## src/rtl/prt_dprx_dscrm.sv

```systemverilog
// DP RX descrambler: classifies K-codes, descrambles data with the x^16+x^5+x^4+x^3+1 LFSR,
// resyncs on SR, tracks scrambler lock and counts illegal K-codes.
module prt_dprx_dscrm #(
  parameter int unsigned P_SIM     = 0,
  parameter int unsigned P_SPL     = 2,
  parameter int unsigned P_SR_INTV = 512
) (
  input  logic               i_clk,
  input  logic               i_rst_n,
  input  logic               i_ctl_en,
  input  logic               i_ctl_mst,
  input  logic               i_phy_vld,
  input  logic [P_SPL-1:0]   i_phy_k,
  input  logic [8*P_SPL-1:0] i_phy_dat,
  output logic               o_lnk_vld,
  output logic [4*P_SPL-1:0] o_lnk_sym,
  output logic [3*P_SPL-1:0] o_lnk_idx,
  output logic [8*P_SPL-1:0] o_lnk_dat,
  output logic               o_sta_lock,
  output logic [15:0]        o_sta_err
);

  localparam int unsigned LP_LIMIT = (P_SIM != 0) ? 4 : P_SR_INTV;
  localparam int unsigned LP_CW    = $clog2(LP_LIMIT + 1);

  typedef enum logic {StHunt, StLock} state_t;

  // Eight serial steps of the Galois-form LFSR; one byte's worth of advance.
  function automatic logic [15:0] f_step8(input logic [15:0] s);
    logic [15:0] v;
    v = s;
    for (int b = 0; b < 8; b++) begin
      v = {v[14:0], 1'b0} ^ (v[15] ? 16'h0039 : 16'h0000);
    end
    return v;
  endfunction

  state_t           r_state;
  logic [15:0]      r_lfsr;
  logic [LP_CW-1:0] r_bs_cnt;
  logic [15:0]      r_err;
  logic             r_mst;

  logic [4*P_SPL-1:0] w_sym;
  logic [3*P_SPL-1:0] w_idx;
  logic [8*P_SPL-1:0] w_dat;
  logic [15:0]        w_lfsr_nxt;
  state_t             w_state_nxt;
  logic [LP_CW-1:0]   w_cnt_nxt;
  logic [15:0]        w_err_nxt;

  always_comb begin
    logic [15:0] v_cur;
    logic [8:0]  v_code;
    logic [3:0]  v_s;
    logic [2:0]  v_raw;
    logic        v_sr;
    w_sym       = '0;
    w_idx       = '0;
    w_dat       = '0;
    w_state_nxt = r_state;
    w_cnt_nxt   = r_bs_cnt;
    w_err_nxt   = r_err;
    v_cur       = i_ctl_en ? r_lfsr : 16'h0000;
    for (int i = 0; i < P_SPL; i++) begin
      v_code = {i_phy_k[i], i_phy_dat[8*i +: 8]};
      v_s    = 4'd0;
      v_raw  = 3'd0;
      if (i_phy_k[i] && !i_ctl_mst) begin
        case (v_code)
          9'h11C:  v_s = 4'd1;
          9'h1BC:  v_s = 4'd2;
          9'h1FB:  v_s = 4'd3;
          9'h15C:  v_s = 4'd4;
          9'h1FD:  v_s = 4'd5;
          9'h1FE:  v_s = 4'd6;
          9'h1F7:  v_s = 4'd7;
          9'h17C:  v_s = 4'd8;
          default: v_s = 4'd15;
        endcase
      end else if (i_phy_k[i]) begin
        v_s = 4'd10;
        case (v_code)
          9'h1BC:  v_s   = 4'd9;
          9'h1F7:  v_raw = 3'd0;
          9'h1FB:  v_raw = 3'd1;
          9'h11C:  v_raw = 3'd2;
          9'h15C:  v_raw = 3'd3;
          9'h17C:  v_raw = 3'd4;
          9'h1DC:  v_raw = 3'd5;
          9'h1FD:  v_raw = 3'd6;
          9'h1FE:  v_raw = 3'd7;
          default: v_s   = 4'd15;
        endcase
      end
      w_sym[4*i +: 4] = v_s;
      if (v_s == 4'd0) begin
        for (int j = 0; j < 8; j++) begin
          w_dat[8*i+j] = i_phy_dat[8*i+j] ^ v_cur[15-j];
        end
      end
      if (v_s == 4'd10) begin
        w_idx[3*i +: 3] = v_raw ^ {v_cur[13], v_cur[14], v_cur[15]};
      end
      v_sr = (v_s == 4'd1) || (v_s == 4'd9);
      // Sublane order matters: an SR later in the word rescues a BS that hit the limit.
      if (v_sr) begin
        w_state_nxt = StLock;
        w_cnt_nxt   = '0;
      end else if (v_s == 4'd2 && w_state_nxt == StLock) begin
        if (w_cnt_nxt == LP_CW'(LP_LIMIT - 1)) begin
          w_state_nxt = StHunt;
          w_cnt_nxt   = '0;
        end else begin
          w_cnt_nxt = w_cnt_nxt + 1'b1;
        end
      end
      if (v_s == 4'd15 && w_err_nxt != 16'hFFFF) begin
        w_err_nxt = w_err_nxt + 16'd1;
      end
      if (!i_ctl_en) begin
        v_cur = 16'h0000;
      end else if (v_sr) begin
        v_cur = 16'hFFFF;
      end else begin
        v_cur = f_step8(v_cur);
      end
    end
    w_lfsr_nxt = v_cur;
  end

  always_ff @(posedge i_clk) begin
    if (!i_rst_n) begin
      o_lnk_vld <= 1'b0;
      o_lnk_sym <= '0;
      o_lnk_idx <= '0;
      o_lnk_dat <= '0;
      r_state   <= StHunt;
      r_lfsr    <= 16'hFFFF;
      r_bs_cnt  <= '0;
      r_err     <= '0;
      r_mst     <= 1'b0;
    end else begin
      r_mst     <= i_ctl_mst;
      o_lnk_vld <= i_phy_vld;
      if (i_phy_vld) begin
        o_lnk_sym <= w_sym;
        o_lnk_idx <= w_idx;
        o_lnk_dat <= w_dat;
      end
      if (!i_ctl_en || (i_ctl_mst != r_mst)) begin
        r_state  <= StHunt;
        r_lfsr   <= 16'hFFFF;
        r_bs_cnt <= '0;
        if (!i_ctl_en) begin
          r_err <= '0;
        end
      end else if (i_phy_vld) begin
        r_state  <= w_state_nxt;
        r_lfsr   <= w_lfsr_nxt;
        r_bs_cnt <= w_cnt_nxt;
        r_err    <= w_err_nxt;
      end
    end
  end

  assign o_sta_lock = (r_state == StLock);
  assign o_sta_err  = r_err;

endmodule

```

## config.mk

```make
export PLATFORM = sky130hd
export DESIGN_NAME = prt_dprx_dscrm
export DESIGN_NICKNAME = d
export VERILOG_FILES = /design/src/rtl/prt_dprx_dscrm.sv
export SDC_FILE = /design/constraint.sdc
export NUM_CORES = 1
export LEC_CHECK = 0
export ABC_AREA = 1
export ABC_CLOCK_PERIOD_IN_PS = 8350
export CAP_MARGIN = 15
export CORE_MARGIN = 2
export CORE_UTILIZATION = 30
export CTS_CLUSTER_DIAMETER = 120
export DETAILED_ROUTE_END_ITERATION = 10
export GPL_ROUTABILITY_DRIVEN = 1
export GPL_TIMING_DRIVEN = 0
export SLEW_MARGIN = 15
export SYNTH_ARGS = -nofsm -noshare
export SYNTH_HDL_FRONTEND = slang
export SYNTH_SLANG_ARGS = --single-unit
```

## constraint.sdc

```tcl
create_clock -name i_clk -period 8.35 [get_ports i_clk]
set_input_delay 0.835 -clock i_clk [delete_from_list [all_inputs] [get_ports i_clk]]
set_output_delay 0.835 -clock i_clk [all_outputs]
set_load 0.01 [all_outputs]
```

======== Word-level counts from Yosys, hierarchy flattened ========
Index checks and enable logic that the tools add are counted.
Widths: inputs -> output; s select.
word-level totals
  bits in registers ....................... 75
  bits in latches ......................... 0
  bits in writable memories ............... 0
  bits in read-only memories .............. 0
  logic and storage cells ................. 156
  memories ................................ 0
cells by class
  add/sub/neg operators ................... 4
  multipliers ............................. 0
  div/mod/pow operators ................... 0
  $lt $le $gt $ge ......................... 0
  equality and inequality tests ........... 34
  shift-type cells ........................ 0
  mux-type cells .......................... 56
  bitwise gates (word level) .............. 35
  reduce and logical (&&, ||, !) cells .... 18
operators with widths
  kind                   count
  $xor 16x6->16          16
  $eq 9x9->1 const B     18
  $mux 16                10
  $mux 6                 16
  $pmux 4 s8             2
  $mux 10                6
  $pmux 3 s7             2
  $add 16x1->16 const B  2
  $ne 16x16->1 const B   2
  $eq 4x4->1 const B     6
  $add 10x1->10 const B  2
  $eq 10x9->1 const B    2
  $mux 3                 6
  $mux 4                 4
  $mux 8                 2
  $reduce_or 8->1        2
  $xor 1x1->1            16
  $pmux 3 s2             2
  $eq 4x1->1 const B     2
  $eq 4x2->1 const B     2
  $logic_not 4->1        2
  $logic_and 1x1->1      6
  $mux 1                 6
  $xor 3x3->3            2
  other kinds (8)        11

======== Logic depth before layout (Yosys ltp) ========
  depth in word-level cells ............... 37
  depth in mapped cells ................... 25
  gate-level depth less buffers ........... 25

======== Least setup slack after synthesis ========
Ideal clock, no wire load.
  kind .................................... input to register
  start point ............................. input i_phy_k[0]
  end point ............................... register r_bs_cnt[5]
  library setup time ...................... 132 ps
  arrival time ............................ 3,144 ps
  data required time ...................... 8,218 ps
  setup slack ............................. 5,074 ps
  stages on the path ...................... 22
  buffers on the path ..................... 2
  path through ............................ buf_4 nand2_1 nor2_1 nand3b_2 nand2_2 nor2_1 nand2_2 nand2_1 nand2_1 nand2_1 nand3_2 buf_2 inv_1 nor2_1 ha_1 nand4_1 nor2_1 nand4_1 nor2_1 nor2_4 nand3_1 a21oi_1
on the way
  longest elaborated chain between the ends .. 13
RTL lines
  element                                              line      RTL
  from (decl)                                          13        input logic [P_SPL-1:0] i_phy_k,
  $eq 9x9->1 (on tied branches)                        70, 83
  $reduce_or 8->1 (no source line)                     n/a
  $pmux 3 s2                                           83        case (v_code)
  $mux 4                                               81        end else if (i_phy_k[i]) begin
  $mux 4 (*)                                           69        if (i_phy_k[i] && !i_ctl_mst) begin
  $eq 4x2->1                                           110       end else if (v_s == 4'd2 && w_state_nxt == StLock) begin
  $logic_and 1x1->1                                    110
  $mux 10                                              110
  $mux 10                                              107       if (v_sr) begin
  $add 10x1->10 / $eq 10x9->1 (equally long branches)  115, 111
  $mux 10                                              111       if (w_cnt_nxt == LP_CW'(LP_LIMIT - 1)) begin
  $mux 10 (*)                                          110
  $mux 10 (*)                                          107
  to (signal assigned)                                 161       r_bs_cnt <= w_cnt_nxt;
  to (decl)                                            40        logic [LP_CW-1:0] r_bs_cnt;
Mark *: on every way between the ends. The rest lies on a longest branch, timed or not.
A chain may end at the register's enable or synchronous reset.

======== Worst setup path after layout ========
  start point ............................. input i_phy_dat[7]
  end point ............................... register r_bs_cnt[3]
on the way
  longest elaborated chain between the ends .. 13
RTL lines
  element                                              line      RTL
  from (decl)                                          14        input logic [8*P_SPL-1:0] i_phy_dat,
  $eq 9x9->1 (on tied branches)                        70, 83
  $reduce_or 8->1 (no source line)                     n/a
  $pmux 3 s2                                           83
  $mux 4                                               81
  $mux 4 (*)                                           69
  $eq 4x2->1                                           110
  $logic_and 1x1->1                                    110
  $mux 10                                              110
  $mux 10                                              107
  $add 10x1->10 / $eq 10x9->1 (equally long branches)  115, 111
  $mux 10                                              111
  $mux 10 (*)                                          110
  $mux 10 (*)                                          107
Marks and branches as above.

==> metrics.txt <==
Flop pwr share=36.5%; drt initial violations=409; worst-path cell chain=clkdlybuf4s50_1 -> nand2_1 -> nor2_4 -> nand3_1 -> nand2_1 -> nor2_2 -> nand2_2 -> nand2_1 -> nand2_1 -> nand2_1 -> nand3_2 -> buf_2 -> inv_1 -> nor2_1 -> ha_1 -> nand4_1 -> nor2_1 -> nand4_1 -> nor2_1 -> nor2_4 -> nand3_1 -> a21oi_1; Routability Congestion=0.884; final setup violation count=0; Synth Cell Area=0.00619 mm2; crit path launch type=input port; Post-DRT Antenna Nets=0; Synth Warn #=0; Clk pwr share=43.4%; leakage=0.00324 uW; worst min path class=register to register; post-synthesis compound-gate area fraction=14.9%; largest area contributor in the synthesized netlist=dfxtp_1; placed cell area=0.00720 mm2; kind of critical path=input port to register; clk buf depth=2; Max Freq=243 MHz; routed wire length=19,200 um; H-tree depth=3; worst-margin pin slew=0.692 ns; postcts setup bufs=0; clock transition at the registers of the reported paths=0.07 ns; initial antenna violation count=0; # clock sinks=75; Num CTS Buffers=9; share of cells above drive strength 1=7.10%; Starting Density=30.6%; post-CTS sizing=0; crit-path most repeated cell=nand2_1; WP data arrival=4.33 ns; RSZ-0062 raised after global routing=no; asr flop ratio synth=0%; CP Capture Type=register; Design Area, Final=0.00753 mm2; #FFs+latches synth=75; wire length per cell=14.1 um; delay-heaviest family, CP=simple AND/OR/NAND/NOR gates; switching portion of total power=31.5%; XOR/XNOR share of the synthesized area=9.78%; simple-gate share of the synthesized area=40.0%; post-synthesis adder-cell area fraction=0.808%; Die Wd=148 um; hold path cells=2; pre-CTS setup slack=3.89 ns; insertion delay to the later sink of the worst-skew pair=0.36 ns; post-route minimum period=4.12 ns; Overflow after GRT=0; # IOs=71; post-synthesis mux area share=0.162%; R2R cell count=17; largest net degree at the start of global routing=16; Gate power share=20.0%; Max VDD drop=70.9 uV; status=finished clean; Critical Path Stages=22; # rows=52; die area=0.0218 mm2; post-synth cell types=55; crit-path max cell delay=0.59 ns; sequential area share after synthesis=24.2%; Clock Tree Root=clkbuf_16; Mean Syn Cell Area=6.18 um2; Detailed Place HPWL=15,000 um; nets=1,107; setup ws final=4.23 ns; Worst EP required=8.57 ns; core area=0.0202 mm2; number of flops mapped to enable cells by yosys=0; ant diodes=0; synthesis-to-layout area growth=21.6%; largest family of logic cells by synthesized area=simple AND/OR/NAND/NOR gates; Power Dens Cells=137 mW/mm2; post-route clock period utilization=49.3%; routed vias/inst=4.90; CP Max Fanout=10; switching power=325 uW; internal power=708 uW; number of global-route vias before repair=6,170; Vias=6,637; Synth top area share=24.2%; Final Max Tran Viols=0; syn_nets=1,029; Total Routing Usage GR=17.8%; DRC=0; number of buffers and inverters on the critical path=3; CP max stage cell=clkdlybuf4s50_1; hold-fix buffers at CTS=0; Post-Synthesis Cells=1,002; synth top area cells=dfxtp_1, nand2_1, nand3_1; Rel. slew slack=53.7%; worst clock skew=0.0132 ns; final hold violation count=0; setup TNS=0 ns; CTS tree=done; PortBufs=67; Top FF cell, synth=dfxtp_1; Pre-Repair DR Iteration Count=5; first-pass GRT wire length=31,400 um; maxcap violations=0; die height=148 um
==> power by group through the flow <==
stage	sequential [uW]	combinational, uW	clock, uW
after floorplan	386	133	0
after global placement	385	204	0
after detailed placement	386	205	0
after CTS	377	206	455
after global routing	379	228	470
final	377	207	449
==> layout make-up <==
| cell class | instances | area, um2 |
|---|---|---|
| multi-input cells | 774 | 4070 |
| plain buffers | 31 | 166 |
| repair buffers | 67 | 671 |
| fillers | 2201 | 12700 |
| clock buffers | 9 | 225 |
| flip-flops and latches | 75 | 1500 |
| inverters | 122 | 460 |
| clock inverters | 7 | 105 |
| well taps | 270 | 338 |
==> placed cells by master (no fill, tap or decap), types with 18 or more instances in the layout <==
cell type        Yosys  layout
dfxtp_1             75      75
nor2_1              97      97
nand2_1            264     264
nand4_1             21      21
nand3_1             96      96
xor2_1              48      48
xnor2_1             18      18
nor3_1              18      18
clkdlybuf4s50_1      0      67
a21oi_1             48      48
o21ai_0             62      62
inv_1              113     113
clkbuf_1            20      20
==> layer usage <==
layer	vias up	wire length (um)	global-route usage, %	part of all wire (%)
met4	0	303	5.82	1.6
met1	3059	9280	24.2	48
met3	18	681	2.35	3.6
met5	-	0	0	0
met2	141	8890	29.3	46
li1	3419	-	-	-
==> cell usage after synthesis (3+ instances only) <==
library cell  number
inv_2              5
nor4_1             3
buf_1              3
nor3_1            18
nor2_4             6
o21ai_0           62
o21ai_1            9
nand2_4            3
buf_2              3
clkinv_1           3
a21oi_1           48
nand3b_1           7
nand2_2            9
xnor2_1           18
dfxtp_1           75
o21ai_2            7
xor2_1            48
nand3_2            6
a31oi_1            3
nor2_1            97
clkbuf_1          20
nand4_1           21
inv_1            113
o211ai_1           6
ha_1               4
nand2_1          264
o31ai_1            8
nand3_1           96
nor2_2             8
==> final timing paths <==
kind,slack [ns],from,end
setup reg to reg,5.00,o_sta_err[0],o_sta_err[6]
hold reg to reg,0.47,o_lnk_idx[1],o_lnk_idx[1]
hold / removal,0.47,o_lnk_idx[1],o_lnk_idx[1]
setup / recovery,4.23,i_phy_dat[7],r_bs_cnt[3]
==> kinds of logic after synthesis <==
kind of cell    Yosys count
mux                       1
fa+ha+maj                 4
xor+xnor                 67
compound gates          158
simple gates            544
flops                    75
buf+inv                 153
==> metrics by stage <==
stage	hold slack [ns]	total power, uW	utilization, %	cells
2_1_floorplan	0.459	520	-	1002
3_3_place_gp	0.462	590	35.6	1339
3_5_place_dp	0.465	591	35.6	1339
4_1_cts	0.475	1040	37.2	1355
5_1_grt	0.502	1080	37.2	1355
6_report	0.474	1030	37.2	1355
==> sequential cells by signal (all words and copies together), names as in the netlist <==
register	flops
o_lnk_vld	1
r_bs_cnt	10
r_mst	1
r_lfsr	16
o_sta_lock	1
o_lnk_dat	16
o_lnk_sym	8
o_lnk_idx	6
o_sta_err	16
==> worst reg2reg max path: cells and delay by family, from the launching register on <==
family / cells / cell delay [ns]
simple gates: 10 / 1.57
xor+xnor: 1 / 0.19
compound gates: 1 / 0.08
flops: 1 / 0.43
fa+ha+maj: 2 / 0.48
buf+inv: 3 / 0.47
Power figures use the tool's default switching activity.
